**src/rtl/vload_resp_tracker_pkg.sv**
```systemverilog
// Shared load-size encodings and metadata field widths for the vector load path
// (issue logic, response tracker and data translator).
package vload_resp_tracker_pkg;

  localparam int unsigned ADDR_W = 2;
  localparam int unsigned SIZE_W = 2;

  typedef enum logic [SIZE_W-1:0] {
    LOAD_BYTE = 2'b00,
    LOAD_HALF = 2'b01,
    LOAD_WORD = 2'b10
  } load_size_e;

  // addr + size + signext; the tag width is a per-instance parameter
  localparam int unsigned META_FIXED_W = ADDR_W + SIZE_W + 1;

endpackage

```
**src/rtl/vload_tracker_ram.sv**
```systemverilog
// Response tracker storage: DEPTH entries of load metadata plus read data,
// independent metadata/data write ports and an asynchronous head read.
module vload_tracker_ram
  import vload_resp_tracker_pkg::*;
#(
  parameter int unsigned WIDTH = 32,
  parameter int unsigned PTRW  = 2,
  parameter int unsigned TAGW  = 5
) (
  input  logic              clk,
  input  logic              meta_we,
  input  logic [PTRW-1:0]   meta_idx,
  input  logic [ADDR_W-1:0] meta_addr,
  input  logic [SIZE_W-1:0] meta_size,
  input  logic              meta_signext,
  input  logic [TAGW-1:0]   meta_tag,
  input  logic              data_we,
  input  logic [PTRW-1:0]   data_idx,
  input  logic [WIDTH-1:0]  data_in,
  input  logic [PTRW-1:0]   rd_idx,
  output logic [WIDTH-1:0]  rd_data,
  output logic [ADDR_W-1:0] rd_addr,
  output logic [SIZE_W-1:0] rd_size,
  output logic              rd_signext,
  output logic [TAGW-1:0]   rd_tag
);

  localparam int unsigned DEPTH  = 1 << PTRW;
  localparam int unsigned META_W = META_FIXED_W + TAGW;

  logic [META_W-1:0] meta_mem [DEPTH];
  logic [WIDTH-1:0]  data_mem [DEPTH];

  always_ff @(posedge clk) begin
    if (meta_we) meta_mem[meta_idx] <= {meta_addr, meta_size, meta_signext, meta_tag};
    if (data_we) data_mem[data_idx] <= data_in;
  end

  assign {rd_addr, rd_size, rd_signext, rd_tag} = meta_mem[rd_idx];
  assign rd_data = data_mem[rd_idx];

endmodule

```
**src/rtl/vload_resp_tracker.sv**
```systemverilog
// Tracks outstanding vector load requests and pairs in-order memory responses
// with their saved metadata, presenting them in issue order to the translator.
module vload_resp_tracker
  import vload_resp_tracker_pkg::*;
#(
  parameter int unsigned WIDTH = 32,
  parameter int unsigned PTRW  = 2,
  parameter int unsigned TAGW  = 5
) (
  input  logic              clk,
  input  logic              reset,
  input  logic              issue_valid,
  output logic              issue_ready,
  input  logic [ADDR_W-1:0] issue_addr,
  input  logic [SIZE_W-1:0] issue_size,
  input  logic              issue_signext,
  input  logic [TAGW-1:0]   issue_tag,
  input  logic              mem_rdvalid,
  input  logic [WIDTH-1:0]  mem_readdata,
  output logic              out_valid,
  input  logic              out_ready,
  output logic [WIDTH-1:0]  out_readdata,
  output logic [ADDR_W-1:0] out_addr,
  output logic [SIZE_W-1:0] out_size,
  output logic              out_signext,
  output logic [TAGW-1:0]   out_tag,
  output logic [PTRW:0]     outstanding,
  output logic              resp_err
);

  localparam int unsigned   DEPTH    = 1 << PTRW;
  localparam logic [PTRW:0] FULL_CNT = (PTRW+1)'(DEPTH);
  localparam logic [PTRW:0] PTR_ONE  = (PTRW+1)'(1);

  logic [PTRW:0]     wr_ptr, fill_ptr, rd_ptr;
  logic [PTRW:0]     occupancy, awaiting;
  logic [DEPTH-1:0]  filled;
  logic [PTRW-1:0]   wr_idx, fill_idx, rd_idx;
  logic              issue_fire, fill_fire, pop_fire, stray_resp;

  assign wr_idx   = wr_ptr[PTRW-1:0];
  assign fill_idx = fill_ptr[PTRW-1:0];
  assign rd_idx   = rd_ptr[PTRW-1:0];

  assign occupancy = wr_ptr - rd_ptr;
  assign awaiting  = wr_ptr - fill_ptr;

  assign issue_ready = (occupancy != FULL_CNT);
  assign out_valid   = (occupancy != '0) && filled[rd_idx];
  assign outstanding = occupancy;

  assign issue_fire = issue_valid & issue_ready;
  assign fill_fire  = mem_rdvalid && (awaiting != '0);
  assign stray_resp = mem_rdvalid && (awaiting == '0);
  assign pop_fire   = out_valid & out_ready;

  // Issue and fill never target the same index in one cycle: a fill needs
  // awaiting != 0 and an issue needs occupancy != DEPTH.
  always_ff @(posedge clk or posedge reset) begin
    if (reset) begin
      wr_ptr   <= '0;
      fill_ptr <= '0;
      rd_ptr   <= '0;
      filled   <= '0;
      resp_err <= 1'b0;
    end else begin
      if (issue_fire) begin
        wr_ptr         <= wr_ptr + PTR_ONE;
        filled[wr_idx] <= 1'b0;
      end
      if (fill_fire) begin
        fill_ptr         <= fill_ptr + PTR_ONE;
        filled[fill_idx] <= 1'b1;
      end
      if (stray_resp) resp_err <= 1'b1;
      if (pop_fire) rd_ptr <= rd_ptr + PTR_ONE;
    end
  end

  vload_tracker_ram #(
    .WIDTH (WIDTH),
    .PTRW  (PTRW),
    .TAGW  (TAGW)
  ) u_ram (
    .clk          (clk),
    .meta_we      (issue_fire),
    .meta_idx     (wr_idx),
    .meta_addr    (issue_addr),
    .meta_size    (issue_size),
    .meta_signext (issue_signext),
    .meta_tag     (issue_tag),
    .data_we      (fill_fire),
    .data_idx     (fill_idx),
    .data_in      (mem_readdata),
    .rd_idx       (rd_idx),
    .rd_data      (out_readdata),
    .rd_addr      (out_addr),
    .rd_size      (out_size),
    .rd_signext   (out_signext),
    .rd_tag       (out_tag)
  );

endmodule

```
**config.mk**
```make
export PLATFORM = sky130hd
export DESIGN_NAME = vload_resp_tracker
export DESIGN_NICKNAME = d
export VERILOG_FILES = /design/src/rtl/vload_resp_tracker_pkg.sv /design/src/rtl/vload_tracker_ram.sv /design/src/rtl/vload_resp_tracker.sv
export SDC_FILE = /design/constraint.sdc
export NUM_CORES = 1
export LEC_CHECK = 0
export ABC_AREA = 1
export BUFFER_PORTS_ARGS = -buffer_cell sky130_fd_sc_hd__buf_4
export CORE_UTILIZATION = 58
export DETAILED_ROUTE_END_ITERATION = 8
export PLACE_DENSITY_LB_ADDON = 0.25
export SLEW_MARGIN = 20
export SYNTH_ARGS = -nofsm -noshare
export SYNTH_HDL_FRONTEND = slang
export SYNTH_SLANG_ARGS = --single-unit
```
**constraint.sdc**
```tcl
create_clock -name clk -period 4.6 [get_ports clk]
set_input_delay 0.46 -clock clk [delete_from_list [all_inputs] [get_ports clk]]
set_output_delay 0.46 -clock clk [all_outputs]
set_load 0.02 [all_outputs]
```
==> impl.org, run 1 <==
** Run status
- The flow ran to the end, and the final reports show no timing, DRC or antenna violations.

** Power and ir drop
- Clock share of power :: about 22%
- Proportion of power drawn by flip-flops and latches :: 37.6%
- Power density of the placed cells :: 742 mW/mm2
- The internal portion of the total power is 0.00399 W.
- The analysis attributes to net switching a power of between 0.002 and 0.0025 W.
- For this design the static power due to leakage is 3.29 nW.
- Max IR drop VDD :: 588 uV
- Combinational fraction of design power :: 40.4%
- Net switching is a little under two fifths of the power.

** Timing
- Post-route minimum period :: 3.31 ns
- Fmax :: 0.302 GHz
- Crit path setup slack, layout :: 1.29 ns
- Final number of setup-violating endpoints :: 0
- Setup repair after global routing left no endpoint under its margin.
- Worst clock skew :: about 0.0078 ns
- For the pin with the worst max-slew slack, the measured transition is 0.866 ns.
- The count of pins over their slew limit is 0.
- Minimum hold slack :: roughly 0.088 ns
- Final cycle utilization of the critical path :: between 70% and 80%
- The count of endpoints failing hold in the final timing report was 0.
- In the final timing run, aggregate negative setup slack is 0 ns.
- Worst slew margin :: between 40% and 50%

** Critical path
- Sort of element at the start of the critical path :: flip-flop
- RR Endpoint :: u_ram.meta_mem[3][8]
- At the worst endpoint, the required time is roughly 4.1 ns.
- The worst register-to-register path has a setup slack of 1.70 ns.
- Data arrives at the worst endpoint at 2.85 ns.
- R2r startpoint :: rd_ptr[0]
- Chain of cells forming the critical path :: buf_4, clkinv_2, nand3_1, nand2_2, nand2_1, inv_1, buf_4
- Biggest cell delay along the critical path :: 0.73 ns
- The cell that appears most often on the critical path is buf_4.
- Register-to-Register Path Depth :: 8
- WP buf/inv :: 4
- Slowest library cell on the worst path :: dfrtp_1
- In this run the worst path has a maximum fanout of 43.
- The worst setup path is captured at an output pin.
- The critical path is of the reg2out type.
- Cell type group with the largest total delay on the critical path :: buffers and inverters

** Place
- Final weighted congestion in routability-driven placement :: 0.785
- Post-Place Setup Slack :: 1.73 ns
- Port Buf Inserts :: 94
- Placed wire-length estimate after detailed placement :: 8500 um
- Post-placement cell count :: 787

** Synth
- In this run, synthesis inferred 168 flip-flops with an integrated enable.
- Syn_nets :: approximately 610
- In this run, synthesis produced a sequential element count of 182.
- Yosys Warn Count :: 0
- Synth unique cells :: 26
- A synthesized cell averages 13.3 um2.
- Counting every instance in the synthesized netlist gives 546.
- The most common cell in the synthesized netlist is edfxtp_1.
- Syn Std Cell Area :: 0.00727 mm2
- The biggest area contributor in the post-synthesis netlist is edfxtp_1.
- The commonest cells after synthesis are edfxtp_1 (168), nor2_1 (84), o21ai_0 (74).
- Summed over its instances, the top area cell type makes up 69.4% of the synthesized netlist area.
- Most used DFF post-synth :: edfxtp_1
- Biggest area contributors in the synthesized netlist :: edfxtp_1 (69%), o21ai_0 (5.1%), dfrtp_1 (4.8%), nor2_1 (4.3%), o22ai_1 (3.6%)
- Register area share after synthesis :: 74.2%
- For this run, asynchronously set or reset flops after synthesis account for 7.69%.

** Finish
- Filler Cells Inserted :: a little under 800
- Number of inserted diodes :: 0
- The finished layout holds 818 standard cells, fillers aside.
- Number of nets in the finished design :: 698
- Fraction of layout cells with a size suffix above 1 :: 21.2%
- The area growth from synthesis to layout is 18.7%.

** Clock network
- Number of hold-repair buffers added at the cts stage :: 0
- CTS clock-pin slew for the worst setup and hold paths :: 0.06 ns
- The clock drives 182 sinks.
- Post-CTS Setup Repair Bufs :: 0
- Total of cells resized after clock tree synthesis :: 0
- TritonCTS built the clock tree.
- The number of clock buffers added by TritonCTS is 17.
- The tree is rooted in a clkbuf_16.
- Insertion delay to the later sink of the worst-skew pair :: 0.42 ns
- Total number of H-tree levels :: 4
- Maximum number of buffers from clock root to sink :: 2

** Detailed routing
- Routed wire length :: 14300 um
- Routed WL per cell :: 17.5 um
- For this run, the detailed router's first-pass iteration total came to 5.
- Using the TritonRoute via totals, the vias-per-cell ratio works out to 5.60.
- Vias :: 4578
- After the first detailed-routing iteration, the DRC count stood at between 400 and 500.
- In the routed design, unresolved DRC markers number 0.
- The detail route stage leaves a number of antenna-violating nets equal to 0.

** Global route
- Largest net degree at the start of global routing :: 90
- Number of antenna violations at the first check in global routing :: 0
- Summed over all layers, the global routing overflow is 0.
- Overall fraction of global-route tracks in use :: approximately a quarter
- First-pass GRT wire length :: 22800 um
- The via count of the first global-routing pass came to 4636.

** Floorplanning
- The die covers 0.0130 mm2.
- I/O Pins :: 95
- For this configuration, the core starts out at a cell density of 60.1%.
- Standard cell core area :: 0.0121 mm2
- Die Width :: 114 um
- Cell Rows :: 40
- Measured along the y axis, the die boundary spans 114 um.

** Run
- Total of max-cap violations :: 0

** Hold path
- Path type of the worst min-delay path :: in2async
cell type report:
type | count | area (um2) | share of cell area (%)
flip-flops and latches | 182 | 5400 | 62.5
inverters | 33 | 125 | 1.45
well taps | 168 | 210 | 2.43
clock inverters | 7 | 96.3 | 1.12
clock buffers | 24 | 482 | 5.58
multi-input cells | 303 | 1570 | 18.1
repair buffers | 101 | 758 | 8.78
registers in the layout, summed over array words and instances (netlist names):
name and cells:
fill_ptr 3, filled 4, rd_ptr 3, resp_err 1
u_ram.data_mem 128, u_ram.meta_mem 40, wr_ptr 3
cell usage in the layout, fill, tap and decap left out:
master | synthesis | routed
edfxtp_1 | 168 | 168
buf_4 | 4 | 101
nor2_1 | 84 | 84
o21ai_0 | 74 | 74
nand2_1 | 48 | 48
o22ai_1 | 42 | 42
inv_1 | 30 | 30
nand3_1 | 17 | 17
clkbuf_16 | 0 | 17
dfrtp_1 | 14 | 13
ha_1 | 12 | 12
o21ai_1 | 11 | 11
clkbuf_1 | 9 | 4
nand2_2 | 3 | 3
nand4_1 | 3 | 3
clkbuf_8 | 0 | 3
inv_2 | 2 | 2
nand3_4 | 2 | 2
nand3_2 | 2 | 2
xor2_1 | 2 | 2
clkinvlp_4 | 0 | 2
bufinv_16 | 0 | 2
clkinv_2 | 1 | 1
xnor2_1 | 1 | 1
o21bai_1 | 1 | 1
fa_1 | 1 | 1
clkinv_4 | 0 | 1
clkinv_1 | 0 | 1
inv_6 | 0 | 1
dfrtp_2 | 0 | 1
kinds of logic after synthesis:
kind of cell / synth area share, %
AO/OA/AOI/OAI: 9.56
XOR/XNOR: 0.361
adder cells (fa/ha/maj): 2.34
buffers and inverters: 4.30
flip-flops: 74.2
AND/OR/NAND/NOR: 9.26
routing by layer:
layer | up-vias | share of wire [%] | global-route usage, %
met5 | - | 0 | 0
met4 | 0 | 1.4 | 9.26
met3 | 17 | 5.5 | 7.28
met2 | 142 | 51 | 39.6
met1 | 2260 | 42 | 29.2
li1 | 2159 | - | -
worst max-delay path by stage:
stage | slack, ns | to | depth (start not counted) | startpoint
floorplan | 2.40 | u_ram.data_mem[0][0] | 9 | fill_ptr[1]
global placement | 1.78 | out_valid | 7 | rd_ptr[1]
detailed placement | 1.73 | u_ram.meta_mem[3][8] | 8 | rd_ptr[0]
CTS | 1.26 | out_valid | 7 | rd_ptr[1]
global route | 1.05 | out_valid | 7 | rd_ptr[1]
finish | 1.29 | out_valid | 7 | rd_ptr[1]
per-stage QoR:
stage	utilization [%]	cell area, um2	power (W)
after floorplan	-	7270	0.00414
final	71.3	8630	0.00641
after CTS	71.3	8630	0.00644
after global placement	66.5	8060	0.00494
after detailed placement	66.5	8060	0.00502
after global routing	71.3	8630	0.00676
power by group through the flow:
stage               Sequential [W]  Combinational (W)  Clock (W)
floorplan                  0.00239            0.00174          0
global placement           0.00242            0.00253          0
finish                     0.00241            0.00259    0.00142
detailed placement         0.00244            0.00259          0
CTS                        0.00241            0.00260    0.00143
global route               0.00244            0.00283    0.00150
Power figures use the tool's default switching activity.
==> run 2, diff against run 1 <==
Settings changed: ABC_AREA 1 to 0, CORE_UTILIZATION 58 to 51.
Clock period 4.6 ns to 3 ns, I/O delays scaled along.
==> impl.org, run 2 <==
** Run status
- Run status :: complete, no violations (unchanged)

** Finish
- Largest regs: u_ram.data_mem (128), u_ram.meta_mem (40), filled (4) (unchanged).
- Post-route cell area :: 0.00849 mm2 (was 0.00863 mm2)
- The utilization of the core after routing came to 63.9% (was 71.3%).
- The most frequent standard cell in the layout excluding fill and tap cells was edfxtp_1 (unchanged).
- The proportion of layout cells with a drive suffix above 1 is 44.0% (was 21.2%).
- Number of nets in the finished design :: 470 (was 698)
- The area growth from synthesis to layout is 21.7% (was 18.7%).
- Register with the most flip-flops :: u_ram.data_mem (unchanged)
- Commonest non-fill, non-tap cells in the layout :: edfxtp_1 (168), buf_4 (98), mux4_2 (43) (was edfxtp_1 (168), buf_4 (101), nor2_1 (84))
- Number of inserted diodes :: 0 (unchanged)
- Number of flip-flops in the largest register :: 128 (unchanged)

** Power and ir drop
- Net switching power figure :: 0.00307 W (was 0.00242 W)
- The proportion of total power due to net switching came to 32.8% (was 37.8%).
- The combinational power share was 39.0% (was 40.4%).
- Static Leakage :: 3.02 nW (was 3.29 nW)
- Proportion of power drawn by flip-flops and latches :: 39.9% (was 37.6%)
- The ratio of total power to cell area came to 1100 mW/mm2 (was 742 mW/mm2).
- The design internal power came to 0.00629 W (was 0.00399 W).
- The worst IR drop on VDD was 1090 uV (was 588 uV).
- The relative contribution of the clock network to total power came to 21.2% (was 22.1%).

** Floorplanning
- The chip width was 119 um (was 114 um).
- Standard cell core area :: 0.0133 mm2 (was 0.0121 mm2)
- Cell Rows :: 42 (was 40)
- The number of ports placed on the die boundary was 95 (unchanged).
- Die outline area :: 0.0142 mm2 (was 0.0130 mm2)
- The die height is 119 um (was 114 um).
- The starting utilization of the core area came to 52.5% (was 60.1%).

** Detailed routing
- Initial drt markers :: 283 (was 467)
- Vias :: 3187 (was 4578)
- Routed wire length :: 11900 um (was 14300 um)
- Number of iterations in the first detailed-routing pass :: 4 (was 5)
- Vias/cell :: 5.32 (was 5.60)
- Remaining antenna violation count after routing :: 0 (unchanged)
- The remaining routing DRC violations came to 0 (unchanged).
- Routed WL per cell :: 19.8 um (was 17.5 um)

** Place
- Post-place instance area :: 0.00796 mm2 (was 0.00806 mm2)
- Port Buf Inserts :: 94 (unchanged)
- Final weighted congestion in routability-driven placement :: 0.746 (was 0.785)
- The sum of net half-perimeters after detailed placement was 7680 um (was 8500 um).

** Timing
- Hold Vio Cnt, Final :: 0 (unchanged)
- Minimum hold slack :: 0.0806 ns (was 0.0880 ns)
- The routed design could run at a clock period as short as 2.59 ns.
- The slew of the pin with the lowest slew margin came to 0.647 ns (was 0.866 ns).
- The total of endpoints with negative setup slack in the final report was 0 (unchanged).
- RSZ-0062 raised after global routing: false (unchanged).
- Dividing the final minimum period by the clock period gives 86.4%.
- Number of pins exceeding their max-slew limit in the final report :: 0 (unchanged)
- The worst clock skew was 0.00942 ns (was 0.00777 ns).
- Derived from the worst setup path, the maximum achievable clock frequency is 0.386 GHz.
- Aggregate negative setup slack :: 0 ns (unchanged)
- The headroom to the max-slew limit came to 56.9% (was 42.3%).

** Clock network
- Total number of H-tree levels :: 4 (unchanged)
- The post-CTS setup repair buffer count came to 0 (unchanged).
- Root cell of the clock tree :: clkbuf_16 (unchanged)
- The quantity of hold-fixing buffers added after cts was 1 (was 0).
- The clock net sink count is 182 (unchanged).
- TritonCTS clock tree :: built (unchanged)
- Maximum number of buffers from clock root to sink :: 2 (unchanged)
- Total of cells resized after clock tree synthesis :: 0 (unchanged)
- Insertion delay to the later sink of the worst-skew pair :: 0.42 ns (about the same)
- The post-CTS clock slew at the launch and capture registers of the worst setup and hold paths is 0.06 ns (about the same).
- The number of clock buffers inserted by TritonCTS was 17 (unchanged).

** Critical path
- Endpoint kind of the worst setup timing path :: output pin (unchanged)
- Critical path peak fanout :: 13 (was 43)
- RR Endpoint :: u_ram.data_mem[1][22] (was u_ram.meta_mem[3][8])
- The register-to-register setup slack is 0.63 ns (was 1.70 ns).
- Worst Setup Path Type :: reg2out (unchanged)
- The number of cells traversed by the worst register-to-register path came to 7 (was 8).
- The kind of start point of the critical path is a flip-flop (unchanged).
- R2r startpoint :: wr_ptr[0] (was rd_ptr[0])
- The data required time at the worst endpoint is 2.70 ns (was 4.14 ns).
- The arrival time reported for the critical path endpoint came to 2.29 ns (was 2.85 ns).

** Hold path
- Hold Path Sink :: u_ram.data_mem[0][21]
- Path type of the worst min-delay path :: in2reg (was in2async)
- Cell depth of the worst hold path :: 1
- The worst hold path begins at mem_readdata[21].

** Run
- Total of max-cap violations :: 0 (unchanged)

** Synth
- Portion of synthesized cell area occupied by the leading cell type :: 72.3% (was 69.4%)
- Register area share after synthesis :: 77.3% (was 74.2%)
- Post-synth EDFFs :: 168 (unchanged)
- The Yosys warning count came to 0 (unchanged).
- The count of cell types in the netlist was 30 (was 26).
- Biggest area contributors in the synthesized netlist :: edfxtp_1 (72%), mux4_2 (14%), dfrtp_1 (5.0%), ha_1 (2.2%), xnor2_1 (0.75%) (was edfxtp_1 (69%), o21ai_0 (5.1%), dfrtp_1 (4.8%), nor2_1 (4.3%), o22ai_1 (3.6%))
- Most frequent cells after synthesis: edfxtp_1 (168), mux4_2 (43), dfrtp_1 (14) (was edfxtp_1 (168), nor2_1 (84), o21ai_0 (74)).
- The primary flip-flop cell chosen by synthesis mapping is edfxtp_1 (unchanged).
- Cell taking the most area after synthesis :: edfxtp_1 (unchanged)
- Syn Std Cell Area :: 0.00698 mm2 (was 0.00727 mm2)
- The most repeated cell in the gate-level netlist after synthesis is edfxtp_1 (unchanged).
- The synthesized netlist net count came to 359 (was 606).
- Gate count after technology mapping :: 299 (was 546)
- The average size of a mapped cell came to 23.3 um2 (was 13.3 um2).
- Synthesis-stage register bit count :: 182 (unchanged)
- The fraction of registers with async set or reset after synthesis is 7.69% (unchanged).

** Global route
- The overflow left after global routing came to 0 (unchanged).
- Via count of the first global-routing pass :: 3425 (was 4636)
- The first-pass GRT wire length was 18700 um (was 22800 um).
- The overall fraction of global-route tracks in use is 18.4% (was 23.8%).
- Largest net degree at the start of global routing :: 46 (was 90)
- Number of antenna violations at the first check in global routing :: 0 (unchanged)
[run 2: cell types whose count changed after synthesis, sizes merged, moves of 20 or more]
| cell | previous run | this run |
|---|---|---|
| nor2 | 84 | 1 |
| mux4 | 0 | 43 |
| o21ai | 85 | 3 |
| o22ai | 42 | 0 |
| inv | 32 | 12 |
| nand2 | 51 | 6 |
| nand3 | 21 | 1 |
[run 2: worst max-delay path by stage]
stage,start,to,slack (ns),cells past startpoint
floorplan,wr_ptr[0],u_ram.data_mem[0][0],0.57,6
global placement,wr_ptr[0],u_ram.data_mem[1][22],0.70,7
detailed placement,wr_ptr[0],u_ram.data_mem[1][22],0.61,7
CTS,rd_ptr[0],out_valid,0.37,5
global route,rd_ptr[0],out_readdata[5],0.29,3
finish,rd_ptr[0],out_valid,0.41,5
[run 2: metrics by stage]
step                      total power, W  worst slack, ns  instances
final                            0.00936            0.408        599
after global routing             0.00983            0.287        599
after CTS                        0.00947            0.372        599
after detailed placement         0.00751            0.609        566
after global placement           0.00744            0.705        566
after floorplan                  0.00614            0.566        299
[run 2: final cells by class]
type,count,area (um2)
clock buffer,20,437
timing repair buffer,102,806
sequential,182,5400
tap,176,220
inverter,12,45.0
clock inverter,12,87.6
multi-input combinational,95,1500
fill,912,4800
[run 2: critical path, cell delays in order, from the launching register on]
cell	delay [ns]
dfrtp_4	0.59
ha_1	0.25
fa_1	0.37
xor3_2	0.30
o21a_1	0.21
buf_4	0.15
[run 2: cells by family after synthesis]
kind of cell / after synthesis / share of synthesized area [%]
fa+ha+maj: 13 / 2.44
flops: 182 / 77.3
mux: 46 / 14.4
xor+xnor: 9 / 1.36
compound gates: 11 / 1.51
simple gates: 16 / 1.67
buf+inv: 22 / 1.29
[run 2: power groups by stage]
stage	Clock, W	Combinational [W]	Sequential (W)
after floorplan	0	0.00245	0.00369
after global placement	0	0.00368	0.00376
after detailed placement	0	0.00371	0.00380
after CTS	0.00201	0.00372	0.00374
after global routing	0.00211	0.00392	0.00380
final	0.00198	0.00365	0.00373
[run 2: per-layer routing]
layer	up-vias	GRT usage, %	part of all wire (%)
li1	1452	-	-
met1	1626	24.6	44
met2	96	29.2	50
met3	13	4.55	4.5
met4	0	7.67	1.4
met5	-	0	0
